File: config.mk
export PLATFORM = sky130hd
export DESIGN_NAME = riscv_seq_alu
export DESIGN_NICKNAME = d
export VERILOG_FILES = /design/src/rtl/alu_pkg.sv /design/src/rtl/seq_muldiv_unit.sv /design/src/rtl/riscv_seq_alu.sv
export SDC_FILE = /design/constraint.sdc
export NUM_CORES = 1
export LEC_CHECK = 0
export ABC_AREA = 1
export CAP_MARGIN = 20
export CORE_UTILIZATION = 45
export CTS_CLUSTER_SIZE = 40
export DETAILED_ROUTE_END_ITERATION = 8
export GPL_TIMING_DRIVEN = 0
export PLACE_DENSITY = 0.72
export SKIP_LAST_GASP = 1
export SLEW_MARGIN = 20
export SYNTH_ARGS = -nofsm -noshare
export SYNTH_HDL_FRONTEND = slang
export SYNTH_SLANG_ARGS = --single-unit
File: constraint.sdc
create_clock -name clk -period 1.9 [get_ports clk]
set_input_delay 0.57 -clock clk [delete_from_list [all_inputs] [get_ports clk]]
set_output_delay 0.57 -clock clk [all_outputs]
set_load 0.05 [all_outputs]
File: src/rtl/alu_pkg.sv
// Shared definitions for riscv_seq_alu: opcode encodings, FSM state
// encodings and the divide-by-zero quotient constant.
package alu_pkg;

  localparam logic [3:0] OP_ADD   = 4'b0000;
  localparam logic [3:0] OP_SUB   = 4'b0001;
  localparam logic [3:0] OP_AND   = 4'b0010;
  localparam logic [3:0] OP_OR    = 4'b0011;
  localparam logic [3:0] OP_XOR   = 4'b0100;
  localparam logic [3:0] OP_SLT   = 4'b0101;
  localparam logic [3:0] OP_SLTU  = 4'b0110;
  localparam logic [3:0] OP_SLL   = 4'b0111;
  localparam logic [3:0] OP_SRL   = 4'b1000;
  localparam logic [3:0] OP_SRA   = 4'b1001;
  localparam logic [3:0] OP_MUL   = 4'b1010;
  localparam logic [3:0] OP_MULHU = 4'b1011;
  localparam logic [3:0] OP_DIVU  = 4'b1100;
  localparam logic [3:0] OP_REMU  = 4'b1101;

  typedef enum logic [1:0] {
    ST_IDLE = 2'd0,
    ST_MUL  = 2'd1,
    ST_DIV  = 2'd2
  } state_t;

  // Widest operand the divide-by-zero constant covers; callers truncate.
  localparam int unsigned MAX_WIDTH = 64;

  // Unsigned division by zero returns an all-ones quotient.
  function automatic logic [MAX_WIDTH-1:0] div_by_zero_quot();
    return '1;
  endfunction

endpackage

File: src/rtl/seq_muldiv_unit.sv
// Iterative unsigned multiply (shift-add) and restoring divide, one bit
// per cycle, WIDTH cycles per operation.
// Ports: clk, rst_n (async active-low); start loads a/b and the op flags;
// is_div selects divide, sel_hi selects MULHU / REMU. done_c and result_c
// are combinational and valid in the final iteration cycle, so the parent
// can register the result on the same edge as the last step.
module seq_muldiv_unit
  import alu_pkg::*;
#(
  parameter int unsigned WIDTH = 32,
  parameter int unsigned SHW   = $clog2(WIDTH)
) (
  input  logic             clk,
  input  logic             rst_n,
  input  logic             start,
  input  logic             is_div,
  input  logic             sel_hi,
  input  logic [WIDTH-1:0] a,
  input  logic [WIDTH-1:0] b,
  output logic             done_c,
  output logic [WIDTH-1:0] result_c
);

  // hi: product high half / partial remainder; lo: multiplier / dividend
  // shifting out while quotient bits shift in; opnd: multiplicand / divisor.
  logic [WIDTH-1:0] hi, lo, opnd;
  logic [SHW-1:0]   cnt;
  logic             busy, is_div_q, sel_hi_q;

  logic [WIDTH:0]   mul_sum, div_shift, div_diff;
  logic [WIDTH-1:0] mul_hi_n, mul_lo_n, div_hi_n, div_lo_n;
  logic             div_ge;

  // One shift-add / restore step.
  always_comb begin
    mul_sum   = {1'b0, hi} + (lo[0] ? {1'b0, opnd} : '0);
    mul_hi_n  = mul_sum[WIDTH:1];
    mul_lo_n  = {mul_sum[0], lo[WIDTH-1:1]};
    div_shift = {hi, lo[WIDTH-1]};
    div_diff  = div_shift - {1'b0, opnd};
    div_ge    = !div_diff[WIDTH];
    div_hi_n  = div_ge ? div_diff[WIDTH-1:0] : div_shift[WIDTH-1:0];
    div_lo_n  = {lo[WIDTH-2:0], div_ge};
  end

  assign done_c = busy && (cnt == SHW'(WIDTH - 1));

  // A zero divisor leaves the dividend in the remainder naturally; only the
  // quotient is forced.
  always_comb begin
    result_c = '0;
    if (is_div_q) begin
      if (sel_hi_q)          result_c = div_hi_n;
      else if (opnd == '0)   result_c = WIDTH'(div_by_zero_quot());
      else                   result_c = div_lo_n;
    end else begin
      result_c = sel_hi_q ? mul_hi_n : mul_lo_n;
    end
  end

  // Iteration registers.
  always_ff @(posedge clk or negedge rst_n) begin
    if (!rst_n) begin
      hi       <= '0;
      lo       <= '0;
      opnd     <= '0;
      cnt      <= '0;
      busy     <= 1'b0;
      is_div_q <= 1'b0;
      sel_hi_q <= 1'b0;
    end else if (start) begin
      hi       <= '0;
      lo       <= a;
      opnd     <= b;
      cnt      <= '0;
      busy     <= 1'b1;
      is_div_q <= is_div;
      sel_hi_q <= sel_hi;
    end else if (busy) begin
      hi  <= is_div_q ? div_hi_n : mul_hi_n;
      lo  <= is_div_q ? div_lo_n : mul_lo_n;
      cnt <= done_c ? '0 : cnt + SHW'(1);
      if (done_c) busy <= 1'b0;
    end
  end

endmodule

File: src/rtl/riscv_seq_alu.sv
// Registered RV32I-style ALU with valid/ready handshake on both sides and
// one operation in flight. Single-cycle ops load Result on the accept edge;
// with ALU_MULDIV_EN defined, MUL/MULHU/DIVU/REMU run in seq_muldiv_unit and
// complete WIDTH edges after accept. Without ALU_MULDIV_EN those opcodes
// return 0 with latency 1 and no multiply/divide logic exists.
// Ports: clk, rst_n (async active-low); in_valid/in_ready, A, B, ALUControl
// (request side); out_valid/out_ready, Result, Zero (result side).
module riscv_seq_alu
  import alu_pkg::*;
#(
  parameter int unsigned WIDTH = 32,
  parameter int unsigned SHW   = $clog2(WIDTH)
) (
  input  logic             clk,
  input  logic             rst_n,
  input  logic             in_valid,
  output logic             in_ready,
  input  logic [WIDTH-1:0] A,
  input  logic [WIDTH-1:0] B,
  input  logic [3:0]       ALUControl,
  output logic             out_valid,
  input  logic             out_ready,
  output logic [WIDTH-1:0] Result,
  output logic             Zero
);

  logic             accept;
  logic [WIDTH-1:0] alu_c;
  logic [SHW-1:0]   shamt;

  assign accept = in_valid && in_ready;
  assign shamt  = B[SHW-1:0];
  assign Zero   = (Result == '0);

  // Single-cycle result; everything not listed (incl. mul/div opcodes
  // when they are not built) yields 0.
  always_comb begin
    alu_c = '0;
    case (ALUControl)
      OP_ADD:  alu_c = A + B;
      OP_SUB:  alu_c = A - B;
      OP_AND:  alu_c = A & B;
      OP_OR:   alu_c = A | B;
      OP_XOR:  alu_c = A ^ B;
      OP_SLT:  alu_c = WIDTH'($signed(A) < $signed(B));
      OP_SLTU: alu_c = WIDTH'(A < B);
      OP_SLL:  alu_c = A << shamt;
      OP_SRL:  alu_c = A >> shamt;
      OP_SRA:  alu_c = $unsigned($signed(A) >>> shamt);
      default: alu_c = '0;
    endcase
  end

`ifdef ALU_MULDIV_EN
  state_t           state;
  logic             is_muldiv, md_done;
  logic [WIDTH-1:0] md_result;

  assign is_muldiv = (ALUControl == OP_MUL)  || (ALUControl == OP_MULHU) ||
                     (ALUControl == OP_DIVU) || (ALUControl == OP_REMU);
  assign in_ready  = (state == ST_IDLE) && (!out_valid || out_ready);

  // Opcode bit 2 separates divide from multiply, bit 0 picks MULHU/REMU.
  seq_muldiv_unit #(.WIDTH(WIDTH), .SHW(SHW)) u_muldiv (
    .clk      (clk),
    .rst_n    (rst_n),
    .start    (accept && is_muldiv),
    .is_div   (ALUControl[2]),
    .sel_hi   (ALUControl[0]),
    .a        (A),
    .b        (B),
    .done_c   (md_done),
    .result_c (md_result)
  );

  // Control FSM and output register.
  always_ff @(posedge clk or negedge rst_n) begin
    if (!rst_n) begin
      state     <= ST_IDLE;
      out_valid <= 1'b0;
      Result    <= '0;
    end else begin
      if (out_valid && out_ready) out_valid <= 1'b0;
      case (state)
        ST_IDLE: begin
          if (accept) begin
            if (is_muldiv) begin
              state <= ALUControl[2] ? ST_DIV : ST_MUL;
            end else begin
              Result    <= alu_c;
              out_valid <= 1'b1;
            end
          end
        end
        ST_MUL, ST_DIV: begin
          if (md_done) begin
            Result    <= md_result;
            out_valid <= 1'b1;
            state     <= ST_IDLE;
          end
        end
        default: state <= ST_IDLE;
      endcase
    end
  end
`else
  assign in_ready = !out_valid || out_ready;

  // Output register; every op completes on its accept edge.
  always_ff @(posedge clk or negedge rst_n) begin
    if (!rst_n) begin
      out_valid <= 1'b0;
      Result    <= '0;
    end else begin
      if (out_valid && out_ready) out_valid <= 1'b0;
      if (accept) begin
        Result    <= alu_c;
        out_valid <= 1'b1;
      end
    end
  end
`endif

endmodule

==> impl_metrics.env, run 1 <==
export IMPL_status="did not finish"
export IMPL_haltStage="global routing"
export IMPL_error_line="[ERROR GRT-0232] Routing congestion too high. Check the congestion heatmap in the GUI."
export IMPL_gp_congestion=1.11
export IMPL_cts_buffer_depth=2
export IMPL_dieHeight_um=161
export IMPL_worstEpCategory="sequential cell input"
export IMPL_dp_hpwl_um=52500
export IMPL_place_inst=2692
export IMPL_io_buffer_count=106
export IMPL_synth_seq_cells=33
export IMPL_synthFlopType="dfrtp_1"
export IMPL_cts_buffers=5
export IMPL_yosysSeqAreaShare_pct=7.22
export IMPL_synth_fp_nets=2433
export IMPL_pin_count=107
export IMPL_avgSynthCellArea_um2=5.05
export IMPL_postSynthCellCount=2262
export IMPL_synth_edf_count=0
export IMPL_cts_num_sinks=33
export IMPL_num_rows=57
export IMPL_netlist_area_mm2=0.0114
export IMPL_crit_endpoint="Result[11]$_DFFE_PN0P_/D"
export IMPL_ctsRootBufferMaster="clkbuf_16"
export IMPL_synth_distinct_cells=45
export IMPL_async_flop_share_pct=100
export IMPL_ys_warn_count=0
export IMPL_grt_max_degree=34
export IMPL_grt_remaining_overflow=84
export IMPL_grt_total_usage_pct=66.8
export IMPL_die_w_um=161
export IMPL_htreeDepth=2
export IMPL_start_util_pct=46.5
export IMPL_dp_slack_ns=-2.17
cell families after synthesis:
family | synth area share (%)
AO/OA/AOI/OAI | 10.4
adder cells (fa/ha/maj) | 11.0
XOR/XNOR | 0.307
buffers and inverters | 14.9
flip-flops | 7.22
AND/OR/NAND/NOR | 56.2
synthesized netlist by cell type, types with 9 or more instances:
cell type	instances	area, µm²
nand4_1	26	163
o21bai_1	9	67.6
o211ai_1	27	203
nand2_1	850	3190
inv_2	15	56.3
dfrtp_1	33	826
buf_2	60	300
o21ai_0	45	225
nor3_1	21	105
nand3_1	406	2030
o21ai_1	16	80.1
nor2_1	152	571
inv_1	299	1120
ha_1	97	1210
and2_1	11	68.8
clkbuf_1	19	71.3
a21oi_1	78	390
o22ai_1	22	138
per-layer routing:
layer	GRT overflow	GRT usage, %
met5	1	20.3
met2	48	89.1
met3	4	44.0
met1	0	68.5
met4	31	61.6
metrics by stage:
| stage | instance area [µm²] | hold WS (ns) | TNS [ns] | utilization, % |
|---|---|---|---|---|
| after CTS | 15900 | 0.381 | -14.99 | 64.4 |
| after detailed placement | 13200 | 0.493 | -60.22 | 53.7 |
| after global placement | 13200 | 0.492 | -69.29 | 53.7 |
| after floorplan | 11700 | 0.274 | -10.73 | - |
what timing repair did:
item                       4_1_cts
gates resized for setup        857
pin swaps                      166
setup endpoints to repair       67
gates cloned                     3
buffers inserted                77
hold buffers                     0
==> run 2: changes to the inputs <==
Settings changed: CORE_UTILIZATION 45 to 30, CTS_CLUSTER_SIZE 40 to not set, PLACE_DENSITY 0.72 to not set, PLACE_DENSITY_LB_ADDON set to 0.15.
==> run 2 against run 1 <==
Effect of this change: the flow now finishes, with violations (setup timing); synthesized area stayed put; synthesized cell count unchanged.
==> impl_metrics.env, run 2 <==
export IMPL_peakVddDrop_v=0.000464
export IMPL_dieHeight_um=197
export IMPL_synth_fp_nets=2433
export IMPL_clkTransAtPathRegs_ns=0.05
export IMPL_via_per_inst=5.53
export IMPL_top_register="Result"
export IMPL_synthFlopType="dfrtp_1"
export IMPL_antenna_found_initial=0
export IMPL_path_class="in -> reg"
export IMPL_initialDrtViolationCount=1219
export IMPL_endpoint_kind="flip-flop"
export IMPL_cts_num_sinks=33
export IMPL_synth_seq_cells=33
export IMPL_async_flop_share_pct=100
export IMPL_skew_ns=0.00380
export IMPL_cts_buffers=5
export IMPL_layout_common_cells="647 x nand2_1, 319 x nand3_1, 236 x inv_1"
export IMPL_finalHoldViolations=0
export IMPL_period_share_pct=135
export IMPL_antenna_left=0
export IMPL_ctsRootBufferMaster="clkbuf_16"
export IMPL_ctsHoldBuffers=0
export IMPL_synth_top_area_share_pct=27.9
export IMPL_die_area_mm2=0.0389
export IMPL_cp_start_kind="input port"
export IMPL_period_needed_ns=2.57
export IMPL_final_setup_tns_ns=-17.65
export IMPL_cellPowerDensity_mw_per_mm2=420
export IMPL_io_buffer_count=106
export IMPL_start_util_pct=30.4
export IMPL_die_w_um=197
export IMPL_finalSetupViolations=33
export IMPL_yosys_top_cells_area="nand2_1 28%, nand3_1 18%, ha_1 11%"
export IMPL_grt_max_degree=24
export IMPL_yosysSeqAreaShare_pct=7.22
export IMPL_synth_distinct_cells=45
export IMPL_maxCapViolations=0
export IMPL_htreeDepth=2
export IMPL_worstPathRequired_ns=2.06
export IMPL_clk_latency_ns=0.28
export IMPL_postSynthCellCount=2262
export IMPL_place_inst=2880
export IMPL_dp_hpwl_um=61200
export IMPL_grt_pass1_wl_um=106000
export IMPL_hp_class="in -> async"
export IMPL_violations="setup timing"
export IMPL_synth_most_common_cell="nand2_1"
export IMPL_worstPathArrival_ns=2.73
export IMPL_cts_tree="yes"
export IMPL_largestRegisters="Result x32, out_valid x1"
export IMPL_cts_buffer_depth=2
export IMPL_grt_remaining_overflow=0
export IMPL_gp_congestion=1.01
export IMPL_setup_ws_ns=-0.672
export IMPL_max_freq_ghz=0.389
export IMPL_layout_commonest_cell="nand2_1"
export IMPL_grt_pass1_vias=16300
export IMPL_synth_edf_count=0
export IMPL_avgSynthCellArea_um2=5.05
export IMPL_status="finished with violations"
export IMPL_synth_top_cell_by_area="nand2_1"
export IMPL_largest_register_ffs=32
export IMPL_vias=16500
export IMPL_core_area_mm2=0.0376
export IMPL_ys_warn_count=0
export IMPL_grt_total_usage_pct=37.8
export IMPL_nets=2648
export IMPL_synthTopCellsByCount="850 x nand2_1, 406 x nand3_1, 299 x inv_1, 152 x nor2_1, 97 x ha_1"
export IMPL_num_antenna_cells=0
export IMPL_slew_headroom_pct=52.7
export IMPL_wl_per_cell_um=25.0
export IMPL_finalNonFillerCells=2989
export IMPL_rsz0062_at_grt="yes"
export IMPL_tightest_slew_ns=0.709
export IMPL_drive_gt1_share_pct=33.1
export IMPL_pin_count=107
export IMPL_worst_path_max_fanout=6
export IMPL_drc=0
export IMPL_p_leak_nw=9.08
export IMPL_routed_wirelength_um=74700
export IMPL_num_rows=71
export IMPL_netlist_area_mm2=0.0114
export IMPL_slew_violations=0
export IMPL_drt_pass1_iterations=8
export IMPL_area_growth_syn_to_layout_pct=50.4
==> run 2: cell counts after synthesis <==
Identical to the previous run, type by type.
==> run 2: per-layer routing <==
layer	vias to the layer above	wire length, µm	part of all wire, %	GRT usage (%)
met1	7909	30200	40	45.2
li1	7701	-	-	-
met5	-	0	0	0
met3	202	3980	5.3	4.42
met4	0	5330	7.1	21.4
met2	715	35200	47	65.4
==> run 2: cells by family (layout without fill, tap and decap cells) <==
logic type      after synthesis  after routing  share of synthesized area, %
flops                        33             33                          7.22
xor+xnor                      4              4                         0.307
fa+ha+maj                    99             99                          11.0
simple gates               1504           1504                          56.2
compound gates              208            208                          10.4
buf+inv                     414            630                          14.9
==> run 2: cell type report <==
cell class	instances	area [µm²]
Buffer	97	981
Fill cell	4135	20400
Clock inverter	2	10.0
Timing Repair Buffer	210	1880
Multi-Input combinational cell	1815	11500
Sequential cell	33	833
Inverter	315	1260
Clock buffer	6	129
Tap cell	511	639
==> run 2: what timing repair did <==
| action | 4_1_cts | 5_1_grt |
|---|---|---|
| resized for setup | 1016 | 126 |
| buffers inserted | 86 | 15 |
| hold endpoints to repair | 0 | 0 |
| pin swaps | 177 | 107 |
| cloned | 3 | 0 |
| endpoints found under the setup margin | 67 | 34 |
==> run 2: stage by stage <==
stage	setup WS (ns)	power, mW	hold slack [ns]	utilization [%]	area (µm²)
4_1_cts	-0.623	6.91	0.175	44.3	16600
6_report	-0.672	7.22	0.166	45.7	17200
5_1_grt	-0.691	7.60	0.186	45.7	17200
3_3_place_gp	-2.35	5.13	0.495	35.8	13400
2_1_floorplan	-0.405	3.48	0.274	-	11700
3_5_place_dp	-2.33	5.13	0.474	35.8	13500
==> run 2: power breakdown <==
group | total [mW] | internal (mW) | switching (mW)
Combinational | 5.50 | 1.83 | 3.68
Clock | 0.782 | 0.481 | 0.301
Sequential | 0.939 | 0.818 | 0.121
==> run 2: worst max-delay path, cell delays in order <==
cell     delay [ns]
buf_8          0.08
buf_12         0.13
inv_8          0.03
buf_8          0.11
buf_12         0.13
ha_4           0.32
inv_4          0.06
nand2_4        0.07
nand2_1        0.06
nand2_2        0.07
nand3_4        0.15
buf_4          0.18
nand2_4        0.06
nand3_4        0.12
o21ai_4        0.20
nand2_2        0.08
o21ai_4        0.22
nand2_1        0.07
==> run 2: path summary, 6_finish.rpt <==
kind	endpoint	cells after the start	slack, ns	start
min in group clk	Result[6]	2	0.50	Result[6]
max reg2reg	Result[4]	6	0.21	out_valid
max	Result[13]	18	-0.67	B[2]
min	Result[18]	1	0.17	rst_n
min reg2reg	Result[6]	2	0.50	Result[6]
max in group asynchronous	Result[8]	2	1.30	rst_n
No activity file was read; power rests on OpenSTA's default activity.
==> run 3: changes to the inputs <==
==> constraint.sdc (replaced) <==
create_clock -name clk -period 1.9 [get_ports clk]
set_input_delay 0.38 -clock clk [delete_from_list [all_inputs] [get_ports clk]]
set_output_delay 0.38 -clock clk [all_outputs]
set_load 0.05 [all_outputs]
==> run 3 against run 2 <==
Effect of this change: sequential share of layout area barely moved; largest power group unchanged; via count fell by 0.36%; setup slack improved by 0.19 ns; maximum frequency rose by 8.1%; critical path type unchanged; critical path depth rose by 2; the run still ends with setup timing left; sequential power barely moved; design area fell by 0.66%.
==> impl_metrics.env, run 3 (synthesis gave the netlist of run 2 again) <==
export IMPL_route_met2_wl_um=35500
export IMPL_die_w_um=197
export IMPL_grt_max_degree=23
export IMPL_grt_total_usage_pct=38.0
export IMPL_largest_register_ffs=32
export IMPL_path_class="in -> reg"
export IMPL_slew_violations=0
export IMPL_cellPowerDensity_mw_per_mm2=423
export IMPL_io_buffer_count=106
export IMPL_cts_buffers=5
export IMPL_hold_slack_ns=0.513
export IMPL_status="finished with violations"
export IMPL_rsz0062_at_grt="yes"
export IMPL_finalNonFillerCells=2975
export IMPL_setup_ws_ns=-0.479
export IMPL_gp_congestion=0.971
export IMPL_power_mw=7.23
export IMPL_nets=2634
export IMPL_top_register="Result"
export IMPL_num_rows=71
export IMPL_via_per_inst=5.54
export IMPL_drc=0
export IMPL_p_leak_nw=9.09
export IMPL_hp_class="reg -> reg"
export IMPL_cts_tree="yes"
export IMPL_htreeDepth=2
export IMPL_dr_wl_met3_um=4460
export IMPL_grt_pass1_wl_um=106000
export IMPL_initialDrtViolationCount=1379
export IMPL_max_freq_ghz=0.420
export IMPL_wl_per_cell_um=25.1
export IMPL_worstPathRequired_ns=2.07
export IMPL_ctsRootBufferMaster="clkbuf_16"
export IMPL_maxCapViolations=0
export IMPL_routed_wirelength_um=74700
export IMPL_skew_ns=0.00575
export IMPL_path_buf_inv=7
export IMPL_worstPathArrival_ns=2.55
export IMPL_fillerInstances=4179
export IMPL_place_inst=2880
export IMPL_cp_cell_sequence="buf_8 -> buf_8 -> inv_8 -> buf_8 -> buf_12 -> ha_4 -> buf_12 -> inv_8 -> nand2_4 -> nand2_2 -> nand2_2 -> nand3_4 -> nand2_4 -> nand2_4 -> xor2_2 -> nor2_2 -> nor2_4 -> nand2_2 -> nand2_1 -> nand2_1"
export IMPL_p_comb_share_pct=76.1
export IMPL_power_switching_mw=4.10
export IMPL_startpoint="B[2]"
export IMPL_drive_gt1_share_pct=32.3
export IMPL_cts_num_sinks=33
export IMPL_sw_frac_of_total_pct=56.7
export IMPL_cts_buffer_depth=2
export IMPL_antenna_found_initial=0
export IMPL_met1_length_um=29900
export IMPL_period_share_pct=125
export IMPL_grt_pass1_vias=16100
export IMPL_layout_common_cells="656 x nand2_1, 319 x nand3_1, 240 x inv_1"
export IMPL_area_growth_syn_to_layout_pct=49.4
export IMPL_num_antenna_cells=0
export IMPL_rr_startpoint="out_valid"
export IMPL_layout_commonest_cell="nand2_1"
export IMPL_hp_start="Result[5]"
export IMPL_p_int_mw=3.13
export IMPL_pin_count=107
export IMPL_peakVddDrop_v=0.000407
export IMPL_endpoint_kind="flip-flop"
export IMPL_drt_pass1_iterations=5
export IMPL_worst_path_max_fanout=5
export IMPL_dp_hpwl_um=61500
export IMPL_antenna_left=0
export IMPL_pwr_share_seq_pct=13.0
export IMPL_clkTransAtPathRegs_ns=0.05
export IMPL_violations="setup timing"
export IMPL_core_area_mm2=0.0376
export IMPL_largestRegisters="Result x32, out_valid x1"
export IMPL_period_needed_ns=2.38
export IMPL_dieHeight_um=197
export IMPL_cp_start_kind="input port"
export IMPL_vias=16500
export IMPL_finalSetupViolations=32
export IMPL_clkPwrFrac_pct=10.9
export IMPL_slew_headroom_pct=44.6
export IMPL_tightest_slew_ns=0.832
export IMPL_dp_slack_ns=-2.28
export IMPL_top_layer="met4"
export IMPL_die_area_mm2=0.0389
export IMPL_grt_remaining_overflow=0
export IMPL_start_util_pct=30.4
export IMPL_finalHoldViolations=0
export IMPL_slowest_delay_ns=0.29
export IMPL_clk_latency_ns=0.28
export IMPL_crit_family="simple AND/OR/NAND/NOR gates"
export IMPL_crit_slowest_cell="ha_4"
-- run 3: changes by cell type in the layout (fill, tap and decap cells not counted), moves of 7 or more --
cell | before | now
nand2_1 | 647 | 656
nor2_2 | 33 | 40
clkdlybuf4s15_2 | 19 | 6
a21oi_4 | 5 | 12
dlygate4sd2_1 | 46 | 20
buf_6 | 46 | 37
clkbuf_2 | 9 | 22
buf_4 | 103 | 89
clkdlybuf4s50_1 | 3 | 18
dlymetal6s2s_1 | 0 | 18
-- run 3: power groups by stage --
stage	clock (mW)	sequential [mW]	combinational (mW)
after global routing	0.843	0.947	5.81
final	0.789	0.938	5.50
after detailed placement	0	0.929	4.21
after global placement	0	0.929	4.20
after floorplan	0	1.30	2.17
after CTS	0.797	0.939	5.04
-- run 3: per-layer routing --
metal  vias to the layer above  track usage, %
met3                       183            3.93
li1                       7711               -
met5                         -               0
met4                         0            21.1
met2                       690            65.3
met1                      7884            46.1
-- run 3: path summary, 6_finish.rpt --
check | end | cells past startpoint | slack (ns)
setup / recovery | Result[9] | 20 | -0.48
hold / removal | Result[5] | 2 | 0.51
setup reg to reg | Result[0] | 6 | 0.19
hold reg to reg | Result[5] | 2 | 0.51
max in group asynchronous | Result[11] | 3 | 0.89
min in group asynchronous | Result[31] | 2 | 0.57
-- run 3: worst register-to-register path: cells and delay by family, from the launching register on --
kind          cells  cell delay (ns)
buf+inv           2             0.67
simple gates      4             0.60
flops             1             0.38
-- run 3: timing repair --
action,4_1_cts,5_1_grt
pin swaps,134,120
gates resized for setup,778,312
endpoints found under the hold margin,11,0
cloned,2,2
hold buffers,1,0
buffers inserted,54,31
setup endpoints to repair,38,49
-- run 3: final cells by class --
| cell class | count | area [µm²] | area share (%) |
|---|---|---|---|
| clock inverter | 2 | 10.0 | 0.0586 |
| clock buffer | 6 | 129 | 0.755 |
| tap | 511 | 639 | 3.74 |
| sequential | 33 | 833 | 4.88 |
| inverter | 315 | 1250 | 7.31 |
| buffer | 97 | 953 | 5.58 |
| timing repair buffer | 196 | 1760 | 10.3 |
| multi-input combinational | 1815 | 11500 | 67.4 |
-- run 3: stage by stage --
stage | setup TNS, ns | utilization (%) | area [µm²]
2_1_floorplan | -4.71 | - | 11700
3_3_place_gp | -68.24 | 35.7 | 13400
3_5_place_dp | -60.08 | 35.7 | 13400
4_1_cts | -12.72 | 42.7 | 16000
5_1_grt | -13.62 | 45.4 | 17100
6_report | -11.55 | 45.4 | 17100
